[src/rtl/stack_alu_exec.sv]
// Execution stage behind the stack register: computes op(v1, v0) and returns a pop/push request.
// state | meaning: IDLE wait for start | MUL one shift-add step per cycle | DONE drive result for one cycle
module stack_alu_exec #(
    parameter int WIDTH = 4
) (
    input  logic             clk,
    input  logic             rst,
    input  logic             start,
    input  logic [2:0]       op,
    input  logic [WIDTH-1:0] a,
    input  logic [WIDTH-1:0] b,
    output logic             busy,
    output logic             done,
    output logic             push,
    output logic [1:0]       pop_count,
    output logic [WIDTH-1:0] result,
    output logic             carry
);

    localparam int CW = $clog2(WIDTH + 1);

    localparam logic [2:0] OP_ADD = 3'd0;
    localparam logic [2:0] OP_SUB = 3'd1;
    localparam logic [2:0] OP_AND = 3'd2;
    localparam logic [2:0] OP_OR  = 3'd3;
    localparam logic [2:0] OP_XOR = 3'd4;
    localparam logic [2:0] OP_MUL = 3'd5;
    localparam logic [2:0] OP_SHL = 3'd6;

    typedef enum logic [1:0] {
        S_IDLE = 2'd0,
        S_MUL  = 2'd1,
        S_DONE = 2'd2
    } state_t;

    state_t             state_q, state_d;
    logic [2:0]         op_q, op_d;
    logic [WIDTH-1:0]   a_q, a_d;
    logic [WIDTH-1:0]   b_q, b_d;
    logic [2*WIDTH-1:0] acc_q, acc_d;
    logic [2*WIDTH-1:0] mcand_q, mcand_d;
    logic [WIDTH-1:0]   mplr_q, mplr_d;
    logic [CW-1:0]      cnt_q, cnt_d;
    logic               busy_q, busy_d;
    logic               done_q, done_d;
    logic [1:0]         pop_q, pop_d;
    logic [WIDTH-1:0]   result_q, result_d;
    logic               carry_q, carry_d;

    logic [WIDTH-1:0]   alu_res;
    logic               alu_carry;
    logic [WIDTH:0]     sum_w;
    logic [WIDTH:0]     diff_w;
    logic [2*WIDTH-1:0] shl_w;

    always_comb begin
        sum_w     = {1'b0, b_q} + {1'b0, a_q};
        diff_w    = {1'b0, b_q} - {1'b0, a_q};
        shl_w     = {{WIDTH{1'b0}}, b_q} << a_q[1:0];
        alu_res   = '0;
        alu_carry = 1'b0;
        case (op_q)
            OP_ADD: begin
                alu_res   = sum_w[WIDTH-1:0];
                alu_carry = sum_w[WIDTH];
            end
            OP_SUB: begin
                alu_res   = diff_w[WIDTH-1:0];
                alu_carry = diff_w[WIDTH];
            end
            OP_AND: alu_res = b_q & a_q;
            OP_OR:  alu_res = b_q | a_q;
            OP_XOR: alu_res = b_q ^ a_q;
            OP_MUL: begin
                alu_res   = acc_q[WIDTH-1:0];
                alu_carry = |acc_q[2*WIDTH-1:WIDTH];
            end
            OP_SHL: begin
                alu_res   = shl_w[WIDTH-1:0];
                alu_carry = |shl_w[2*WIDTH-1:WIDTH];
            end
            default: alu_res = ~a_q;
        endcase
    end

    always_comb begin
        state_d  = state_q;
        op_d     = op_q;
        a_d      = a_q;
        b_d      = b_q;
        acc_d    = acc_q;
        mcand_d  = mcand_q;
        mplr_d   = mplr_q;
        cnt_d    = cnt_q;
        busy_d   = (state_q == S_MUL);
        done_d   = 1'b0;
        pop_d    = 2'd0;
        result_d = result_q;
        carry_d  = carry_q;
        case (state_q)
            S_IDLE: begin
                if (start) begin
                    op_d    = op;
                    a_d     = a;
                    b_d     = b;
                    acc_d   = '0;
                    mcand_d = {{WIDTH{1'b0}}, b};
                    mplr_d  = a;
                    cnt_d   = CW'(WIDTH);
                    state_d = (op == OP_MUL) ? S_MUL : S_DONE;
                end
            end
            S_MUL: begin
                if (mplr_q[0]) begin
                    acc_d = acc_q + mcand_q;
                end
                mcand_d = mcand_q << 1;
                mplr_d  = mplr_q >> 1;
                cnt_d   = cnt_q - CW'(1);
                if (cnt_q == CW'(1)) begin
                    state_d = S_DONE;
                end
            end
            S_DONE: begin
                done_d   = 1'b1;
                result_d = alu_res;
                carry_d  = alu_carry;
                pop_d    = (op_q == 3'd7) ? 2'd1 : 2'd2;
                state_d  = S_IDLE;
            end
            default: state_d = S_IDLE;
        endcase
    end

    always_ff @(posedge clk) begin
        if (!rst) begin
            state_q  <= S_IDLE;
            op_q     <= '0;
            a_q      <= '0;
            b_q      <= '0;
            acc_q    <= '0;
            mcand_q  <= '0;
            mplr_q   <= '0;
            cnt_q    <= '0;
            busy_q   <= 1'b0;
            done_q   <= 1'b0;
            pop_q    <= 2'd0;
            result_q <= '0;
            carry_q  <= 1'b0;
        end else begin
            state_q  <= state_d;
            op_q     <= op_d;
            a_q      <= a_d;
            b_q      <= b_d;
            acc_q    <= acc_d;
            mcand_q  <= mcand_d;
            mplr_q   <= mplr_d;
            cnt_q    <= cnt_d;
            busy_q   <= busy_d;
            done_q   <= done_d;
            pop_q    <= pop_d;
            result_q <= result_d;
            carry_q  <= carry_d;
        end
    end

    assign busy      = busy_q;
    assign done      = done_q;
    assign push      = done_q;
    assign pop_count = pop_q;
    assign result    = result_q;
    assign carry     = carry_q;

endmodule

[config.mk]
export PLATFORM = sky130hd
export DESIGN_NAME = stack_alu_exec
export DESIGN_NICKNAME = d
export VERILOG_FILES = /design/src/rtl/stack_alu_exec.sv
export SDC_FILE = /design/constraint.sdc
export NUM_CORES = 1
export LEC_CHECK = 0
export CAP_MARGIN = 40
export CORE_MARGIN = 4
export CORE_UTILIZATION = 50
export CTS_CLUSTER_SIZE = 20
export DETAILED_ROUTE_END_ITERATION = 12
export PLACE_DENSITY = 0.77
export SETUP_SLACK_MARGIN = 0.05
export SLEW_MARGIN = 20
export SYNTH_ARGS = -nofsm -noshare
export SYNTH_HDL_FRONTEND = slang
export SYNTH_SLANG_ARGS = --single-unit
[constraint.sdc]
create_clock -name clk -period 2.2 [get_ports clk]
set_clock_uncertainty 0.05 [all_clocks]
set_input_delay 0.33 -clock clk [delete_from_list [all_inputs] [get_ports clk]]
set_output_delay 0.33 -clock clk [all_outputs]
set_load 0.03 [all_outputs]
**After elaboration in Yosys (flattened, before gate mapping)**

Cells that the tools add are included.

- Add/subtract/negate cells: 4
- Eq/ne operators: 14
- Shift-type cells: 1
- Multiplexer cells: 17
- Bitwise operators: 4
- Reduce and logical (&&, ||, !) cells: 10

Operators with widths:

| cell | count |
|---|---|
| 8-bit case mux with 2 select lines | 2 |
| 4-bit case mux with 7 select lines | 1 |
| 8-bit two-way mux | 3 |
| 3-bit equality test (second input constant) | 5 |
| 8-bit adder | 1 |
| 2-bit two-way mux | 4 |
| 4-bit case mux with 2 select lines | 1 |
| 2-bit AND reduction | 4 |
| 4-bit OR reduction | 2 |
| 4-bit by 2-bit left shift with 8-bit output | 1 |
| 3-bit by 1-bit equality test with 1-bit output (second input constant) | 2 |
| 3-bit by 2-bit equality test with 1-bit output (second input constant) | 2 |
| 3-bit case mux with 2 select lines | 1 |
| 4-bit by 4-bit adder with 5-bit output | 1 |
| 4-bit by 4-bit subtractor with 5-bit output | 1 |
| 4-bit bitwise AND | 1 |
| 4-bit two-way mux | 1 |
| 2-bit != test (second input constant) | 2 |
| 4-bit NOT | 1 |
| 4-bit OR | 1 |
| 1-bit case mux with 4 select lines | 1 |
| 2-bit case mux with 2 select lines | 1 |
| 4-bit bitwise XOR | 1 |
| 3-bit logical NOT | 1 |
| other kinds (9) | 9 |

- Bits in registers: 45
- Input bits: 14

**Logic depth before layout (Yosys ltp)**

Gate-level depths: netlist (run 1).

- Depth after elaboration: 4
- Mapped depth: 9

**Least setup slack after synthesis (run 1)**

OpenSTA, ideal clock, no wires.

- Path type: register to register
- From: register a_q[1]
- To: register result_q[1] (netlist: result[1])
- Library setup time: 0.070 ns
- Data arrival time: 1.853 ns
- Required time: 2.080 ns
- Setup slack: 0.228 ns
- Stages on the path, launching flop included: 7
- Buffers on the path: 0
- Period minus slack after synthesis: 1.972 ns
- Cells stage by stage: dfxtp_1 > inv_1 > fa_1 > inv_1 > mux4_2 > o21a_1 > a21oi_1

- Cells in the longest elaborated chain, start to end: 2

Ends and longest elaborated chain:

| element | RTL line | source |
|---|---|---|
| start, declared | 38 | `logic [WIDTH-1:0] a_q, a_d;` |
| start signal, assigned | 139 | `a_q <= '0;` |
| start signal, assigned | 153 | `a_q <= a_d;` |
| 4-bit by 4-bit subtractor with 5-bit output (tied with other cells) | 58 | `diff_w = {1'b0, b_q} - {1'b0, a_q};` |
| 4-bit case mux with 7 select lines * | 62 | `case (op_q)` |
| end signal, assigned | 162 | `result_q <= result_d;` |
| end, declared | 47 | `logic [WIDTH-1:0] result_q, result_d;` |

Every way passes the cells marked *; elsewhere a longest branch is shown, timed or not.
A chain may end at the register's enable or synchronous reset.

**Worst setup path after layout (run 1)**

- From: register b_q[0]
- To: register result_q[1] (netlist: result[1])

- Cells in the longest elaborated chain, start to end: 2

Ends and longest elaborated chain:

| element | RTL line | source |
|---|---|---|
| start, declared | 39 | `logic [WIDTH-1:0] b_q, b_d;` |
| start signal, assigned | 140 | `b_q <= '0;` |
| start signal, assigned | 154 | `b_q <= b_d;` |
| 4-bit by 4-bit subtractor with 5-bit output (tied with other cells) | 58 |  |
| 4-bit case mux with 7 select lines * | 62 |  |

Marks and branches as above.

==> results.sh, run 1 <==
export IMPL_outcome="finished clean"
export IMPL_hold_viol_final=0
export IMPL_clock_root_buffer="clkbuf_8"
export IMPL_grt_overflow_total=0
export IMPL_wire_per_inst_um=15.04
export IMPL_rows=26
export IMPL_cts_tree="yes"
export IMPL_r2r_start="b_q[0]$_SDFFE_PN0P_"
export IMPL_cp_required_ns=2.39
export IMPL_hold_path_class="register to register"
export IMPL_final_max_slew_viol_count=0
export IMPL_synth_seq_cells=45
export IMPL_ys_flop_type="dfxtp_1"
export IMPL_htree_levels=2
export IMPL_crit_fanout=6
export IMPL_ant_nets=0
export IMPL_fp_dieArea_mm2=0.006457
export IMPL_wirelength_um=6271
export IMPL_reg2reg_slack_ns=0.19
export IMPL_post_cts_buffers=0
export IMPL_dieWidth_um=80.36
export IMPL_worst_ep_arrival_time_ns=2.21
export IMPL_die_h_um=80.36
export IMPL_port_buffers=23
export IMPL_cts_buffers=5
export IMPL_place_area_mm2=0.002937
export IMPL_hold_start="result[0]$_SDFFE_PN0P_"
export IMPL_cap_violations=0
export IMPL_grt_usage_pct=21.13
export IMPL_route_detailed_drc=0
export IMPL_holdPathEnd="result[0]$_SDFFE_PN0P_"
export IMPL_fin_crit_sh_pct=91.58
export IMPL_grt_setup_unrepaired="no"
export IMPL_clock_sinks=45
export IMPL_end_kind="register"
export IMPL_grt_pass1_wl_um=10610
export IMPL_fmax_mhz=496.4
export IMPL_r2r_cells=8
export IMPL_clk_pin_slew_ns=0.09
export IMPL_synthToLayoutAreaGrowth_pct=16.78
export IMPL_hpwlAfterDp_um=4596
export IMPL_finalSetupTns_ns=0
export IMPL_synth_edf_count=0
export IMPL_cp_start_kind="register"
export IMPL_drive_gt1_share_pct=8.934
export IMPL_n_antenna_cell=0
export IMPL_netlist_instances=323
export IMPL_num_io_pins=24
export IMPL_whs_path_depth=2
export IMPL_drt_iter0_drc=140
export IMPL_synthesis_area_mm2=0.002618
export IMPL_finalInstanceArea_mm2=0.003057
export IMPL_power_density_mw_per_mm2=615.0
export IMPL_synthArstFlopShare_pct=0
export IMPL_grt_pass1_vias=2272
export IMPL_fin_nets=385
export IMPL_antenna_found_initial=0
export IMPL_grt_max_degree=31
export IMPL_fin_crit_ns=2.015
export IMPL_synth_warnings=0
export IMPL_max_slew_margin_rel_pct=59.69
export IMPL_max_slew_worst_pin_slew_ns=0.6039
export IMPL_ys_types=50
export IMPL_routabilityCongestion=0.9279
export IMPL_cts_buffer_depth=2
export IMPL_synth_yosys_seq_area_share_pct=34.42
export IMPL_initial_core_util_pct=51.58
export IMPL_via_per_inst=5.597
export IMPL_avgSynthCellArea_um2=8.104
export IMPL_path_class="register to register"
export IMPL_leakage_nw=1.172
export IMPL_firstDrtPassIters=4
export IMPL_vdd_drop_max_uv=438.8
export IMPL_syn_num_nets=362
export IMPL_clk_insertion_delay_late_ns=0.31
export IMPL_setup_violations=0
export IMPL_core_area_mm2=0.005075
export IMPL_dr_total_vias=2334
export IMPL_regToRegEndpoint="result[1]$_SDFFE_PN0P_"
-- cell families (layout without fill, tap and decap cells) --
family / count (synthesis) / after routing / share of synthesized area (%)
and+or+nand+nor: 117 / 117 / 20.46
AOI/OAI and AO/OA: 86 / 86 / 20.75
DFF: 45 / 45 / 34.42
buffers and inverters: 37 / 61 / 5.974
adders and majority gates: 25 / 25 / 12.81
xor gates and xnor gates: 8 / 8 / 2.677
muxes: 5 / 5 / 2.916
-- worst max-delay path by stage --
stage | slack (ns) | startpoint | depth (start not counted) | end
floorplan | 0.23 | a_q[1]$_SDFFE_PN0P_ | 6 | result[1]$_SDFFE_PN0P_
global placement | 0.22 | b_q[0]$_SDFFE_PN0P_ | 8 | result[1]$_SDFFE_PN0P_
detailed placement | 0.17 | b_q[0]$_SDFFE_PN0P_ | 8 | result[1]$_SDFFE_PN0P_
CTS | 0.15 | b_q[0]$_SDFFE_PN0P_ | 8 | result[1]$_SDFFE_PN0P_
global route | 0.06 | a_q[0]$_SDFFE_PN0P_ | 7 | result[1]$_SDFFE_PN0P_
finish | 0.19 | b_q[0]$_SDFFE_PN0P_ | 8 | result[1]$_SDFFE_PN0P_
-- routing by layer --
metal | global-route usage [%] | up-vias | wire, um
li1 | - | 1156 | -
met1 | 25.29 | 1101 | 2738
met2 | 36.75 | 62 | 3058
met3 | 5.269 | 15 | 340
met4 | 6.926 | 0 | 133
met5 | 0 | - | 0
-- synthesized netlist by cell type (3+ instances only) --
| master | count | area share (%) |
|---|---|---|
| nand2_1 | 60 | 8.6 |
| dfxtp_1 | 45 | 34 |
| a21oi_1 | 29 | 5.5 |
| ha_1 | 22 | 11 |
| nor2_1 | 21 | 3.0 |
| inv_1 | 18 | 2.6 |
| o21ai_0 | 16 | 3.1 |
| clkbuf_1 | 9 | 1.3 |
| nand3_1 | 9 | 1.7 |
| a31oi_1 | 8 | 1.9 |
| buf_2 | 7 | 1.3 |
| a22oi_1 | 6 | 1.7 |
| xnor2_1 | 5 | 1.7 |
| nor2b_1 | 4 | 0.96 |
| a211oi_1 | 3 | 0.86 |
| a21boi_0 | 3 | 0.86 |
| and2_1 | 3 | 0.72 |
| and3_1 | 3 | 0.72 |
| fa_1 | 3 | 2.3 |
| nand2b_1 | 3 | 0.72 |
| nand3b_1 | 3 | 0.86 |
| o221ai_1 | 3 | 1.0 |
| xor2_1 | 3 | 1.0 |
-- worst max-delay path: stages (launching register included) --
cell and delay (ns):
dfxtp_2 0.36, inv_1 0.08, ha_1 0.16, inv_1 0.05
fa_1 0.47, inv_1 0.03, mux4_2 0.44, o21a_1 0.18
a21oi_1 0.13
-- final cells by class --
type / count / area [um2]
clock buffers: 5 / 68.82
clock inverters: 3 / 50.05
fillers: 480 / 2018
inverters: 18 / 67.56
multi-input cells: 241 / 1560
flip-flops and latches: 45 / 902.1
well taps: 70 / 87.58
repair buffers: 35 / 320.3
-- state kept, by name, summed over array words and instances, names as in the netlist, 2 cells and up --
register and cells:
acc_q 8, result 4, b_q 4, state_q 2, a_q 4, mcand_q 8
mplr_q 4, cnt_q 3, pop_count 2, op_q 3
-- cell usage in the layout (no fill, tap or decap), types with 2 or more instances in the layout --
cell             Yosys  final
nand3_1              9      9
and2_1               3      3
and3_1               3      3
nand2b_1             3      3
a211oi_1             3      3
mux4_2               2      2
clkdlybuf4s50_1      0     23
xnor2_1              5      5
a21oi_2              2      2
o221ai_1             3      3
nor2_1              21     21
dfxtp_1             45     44
o211ai_1             2      2
clkbuf_8             0      5
buf_4                2     12
ha_1                22     22
a31oi_1              8      8
mux2i_1              2      2
nand2_1             60     60
o21ai_0             16     16
xor2_1               3      3
nand4b_1             2      2
o21a_1               2      2
a21boi_0             3      3
o21bai_1             2      2
a21oi_1             29     29
inv_1               18     18
fa_1                 3      3
nand3b_1             3      3
a22oi_1              6      6
nor2b_1              4      4
nor2_2               2      2
a21o_2               2      2
-- power breakdown --
group          internal, mW  switching, mW  leakage [nW]  total [mW]
Sequential            0.851         0.0412         0.367       0.892
Combinational         0.139          0.176         0.744       0.315
Clock                 0.349          0.324        0.0603       0.673
Total                  1.34          0.542          1.17        1.88
-- timing repair --
action	4_1_cts	5_1_grt
gates resized for setup	0	1
setup endpoints to repair	0	1
hold buffers	0	0
-- stage by stage --
| stage | setup WS (ns) | util [%] | std cells | total power, mW | hold WS, ns |
|---|---|---|---|---|---|
| 2_1_floorplan | 0.2276 | - | 323 | 1.111 | 0.3866 |
| 3_3_place_gp | 0.2185 | 57.86 | 409 | 1.218 | 0.3948 |
| 3_5_place_dp | 0.1663 | 57.86 | 409 | 1.224 | 0.4068 |
| 4_1_cts | 0.1473 | 60.21 | 417 | 1.887 | 0.4192 |
| 5_1_grt | 0.05578 | 60.23 | 417 | 1.966 | 0.4508 |
| 6_report | 0.1853 | 60.23 | 417 | 1.880 | 0.4152 |
(Power assumes the default switching activity.)
==> inputs of run 2 (changes only) <==
- CTS_CLUSTER_DIAMETER: default -> 40
==> results of run 2 <==
No change in the layout: final DEF, timing and power equal those of run 1.
==> inputs of run 3 (changes only) <==
- CORE_ASPECT_RATIO: default -> 2
- SKIP_LAST_GASP: default -> 1
==> results.sh, run 3 (synthesized netlist as in run 1, its figures left out) <==
export IMPL_outcome="finished clean"
export IMPL_final_common_cell="nand2_1"
export IMPL_core_area_mm2=0.005092
export IMPL_power_internal_mw=1.244
export IMPL_drt_iter0_drc=86
export IMPL_die_h_um=110.3
export IMPL_rows=37
export IMPL_power_density_mw_per_mm2=575.5
export IMPL_grt_usage_pct=21.19
export IMPL_cap_violations=0
export IMPL_grt_overflow_total=0
export IMPL_fin_nets=389
export IMPL_p_sw_mw=0.5079
export IMPL_htree_levels=2
export IMPL_path_class="register to register"
export IMPL_fmax_mhz=494.4
export IMPL_n_fill_cell=494
export IMPL_dp_cells=401
export IMPL_post_cts_buffers=0
export IMPL_grt_pass1_wl_um=10440
export IMPL_clk_pin_slew_ns=0.09
export IMPL_worst_ep_arrival_time_ns=2.22
export IMPL_layoutNonFillerInstCount=408
export IMPL_max_slew_margin_rel_pct=63.85
export IMPL_setup_violations=0
export IMPL_synthToLayoutAreaGrowth_pct=16.30
export IMPL_cts_buffers=5
export IMPL_dieWidth_um=59.16
export IMPL_via_per_inst=5.775
export IMPL_grt_setup_unrepaired="no"
export IMPL_combPwrFrac_pct=18.6
export IMPL_leakage_nw=1.176
export IMPL_initial_core_util_pct=51.40
export IMPL_drive_gt1_share_pct=10.00
export IMPL_grt_pass1_vias=2429
export IMPL_port_buffers=23
export IMPL_vdd_drop_max_uv=486.0
export IMPL_fin_crit_sh_pct=91.93
export IMPL_ctsResizeCount=0
export IMPL_dr_total_vias=2356
export IMPL_n_antenna_cell=0
export IMPL_clock_root_buffer="clkbuf_8"
export IMPL_clk_insertion_delay_late_ns=0.31
export IMPL_route_detailed_drc=0
export IMPL_hold_viol_final=0
export IMPL_largestRegisters="acc_q (8), mcand_q (8)"
export IMPL_cp_start_kind="register"
export IMPL_mostFrequentLayoutCells="nand2_1, dfxtp_1, a21oi_1, clkdlybuf4s50_1, ha_1"
export IMPL_cts_buffer_depth=2
export IMPL_wire_per_inst_um=15.44
export IMPL_hold_path_class="register to register"
export IMPL_pwr_share_clk_pct=30.7
export IMPL_grt_max_degree=31
export IMPL_switching_share_pct=28.99
export IMPL_hpwlAfterDp_um=4889
export IMPL_sequentialPowerShare_pct=50.6
export IMPL_ant_nets=0
export IMPL_cp_required_ns=2.40
export IMPL_cts_tree="yes"
export IMPL_fin_crit_ns=2.022
export IMPL_num_io_pins=24
export IMPL_routabilityCongestion=0.8857
export IMPL_finalSetupTns_ns=0
export IMPL_final_max_slew_viol_count=0
export IMPL_cts_hold_buf=0
export IMPL_antenna_found_initial=0
export IMPL_clock_sinks=45
export IMPL_wirelength_um=6300
export IMPL_max_slew_worst_pin_slew_ns=0.5415
export IMPL_end_kind="register"
export IMPL_firstDrtPassIters=4
export IMPL_crit_fanout=6
export IMPL_fp_dieArea_mm2=0.006527
[run 3: cell count changes in the layout (fill, tap and decap cells not counted), sizes merged]
cell      change
clkinv        -1
bufinv        -1
inv           -1
buf           +4
clkbuf        +1
clkinvlp      +1
[run 3: layout make-up]
cell class / instances / area, um2 / area share (%)
repair buffers: 39 / 350.3 / 11.51
clock buffers: 6 / 82.58 / 2.713
clock inverters: 1 / 7.507 / 0.2466
inverters: 18 / 67.56 / 2.219
well taps: 58 / 72.57 / 2.384
multi-input cells: 241 / 1560 / 51.25
flip-flops and latches: 45 / 903.4 / 29.68
[run 3: per-stage QoR]
stage	cell area (um2)	setup WS (ns)	hold slack, ns	utilization (%)	power, mW
after floorplan	2618	0.2276	0.3866	-	1.111
after global placement	2952	0.2114	0.3975	57.96	1.226
after detailed placement	2952	0.1467	0.4025	57.96	1.233
after global routing	3044	0.09169	0.4406	59.78	1.835
final	3044	0.1775	0.4156	59.78	1.752
after CTS	3042	0.1227	0.4140	59.73	1.773
[run 3: layer usage]
metal | track usage, % | vias up | share of wire (%)
li1 | - | 1166 | -
met4 | 15.24 | 0 | 5.5
met1 | 19.30 | 1125 | 35
met2 | 40.03 | 42 | 57
met3 | 3.497 | 23 | 2.1
met5 | 0 | - | 0
[run 3: power by group through the flow]
stage | Clock (mW) | Sequential [mW] | Combinational, mW
after floorplan | 0 | 0.912 | 0.199
after global placement | 0 | 0.904 | 0.323
after detailed placement | 0 | 0.905 | 0.327
after CTS | 0.558 | 0.886 | 0.329
after global routing | 0.578 | 0.893 | 0.364
final | 0.538 | 0.887 | 0.327
[run 3: path summary, 6_finish.rpt]
check | startpoint | endpoint | slack, ns | cells past startpoint
setup / recovery | b_q[0]$_SDFFE_PN0P_ | result[1]$_SDFFE_PN0P_ | 0.18 | 8
hold reg to reg | mplr_q[3]$_SDFFE_PN0P_ | mplr_q[3]$_SDFFE_PN0P_ | 0.42 | 2
hold / removal | mplr_q[3]$_SDFFE_PN0P_ | mplr_q[3]$_SDFFE_PN0P_ | 0.42 | 2
setup reg to reg | b_q[0]$_SDFFE_PN0P_ | result[1]$_SDFFE_PN0P_ | 0.18 | 8
[run 3: critical path, stage by stage (launching register included)]
cell and delay, ns:
dfxtp_2 0.36, inv_1 0.08, ha_1 0.16, inv_1 0.06, fa_1 0.48, inv_1 0.04, mux4_2 0.44, o21a_1 0.17
a21oi_1 0.13
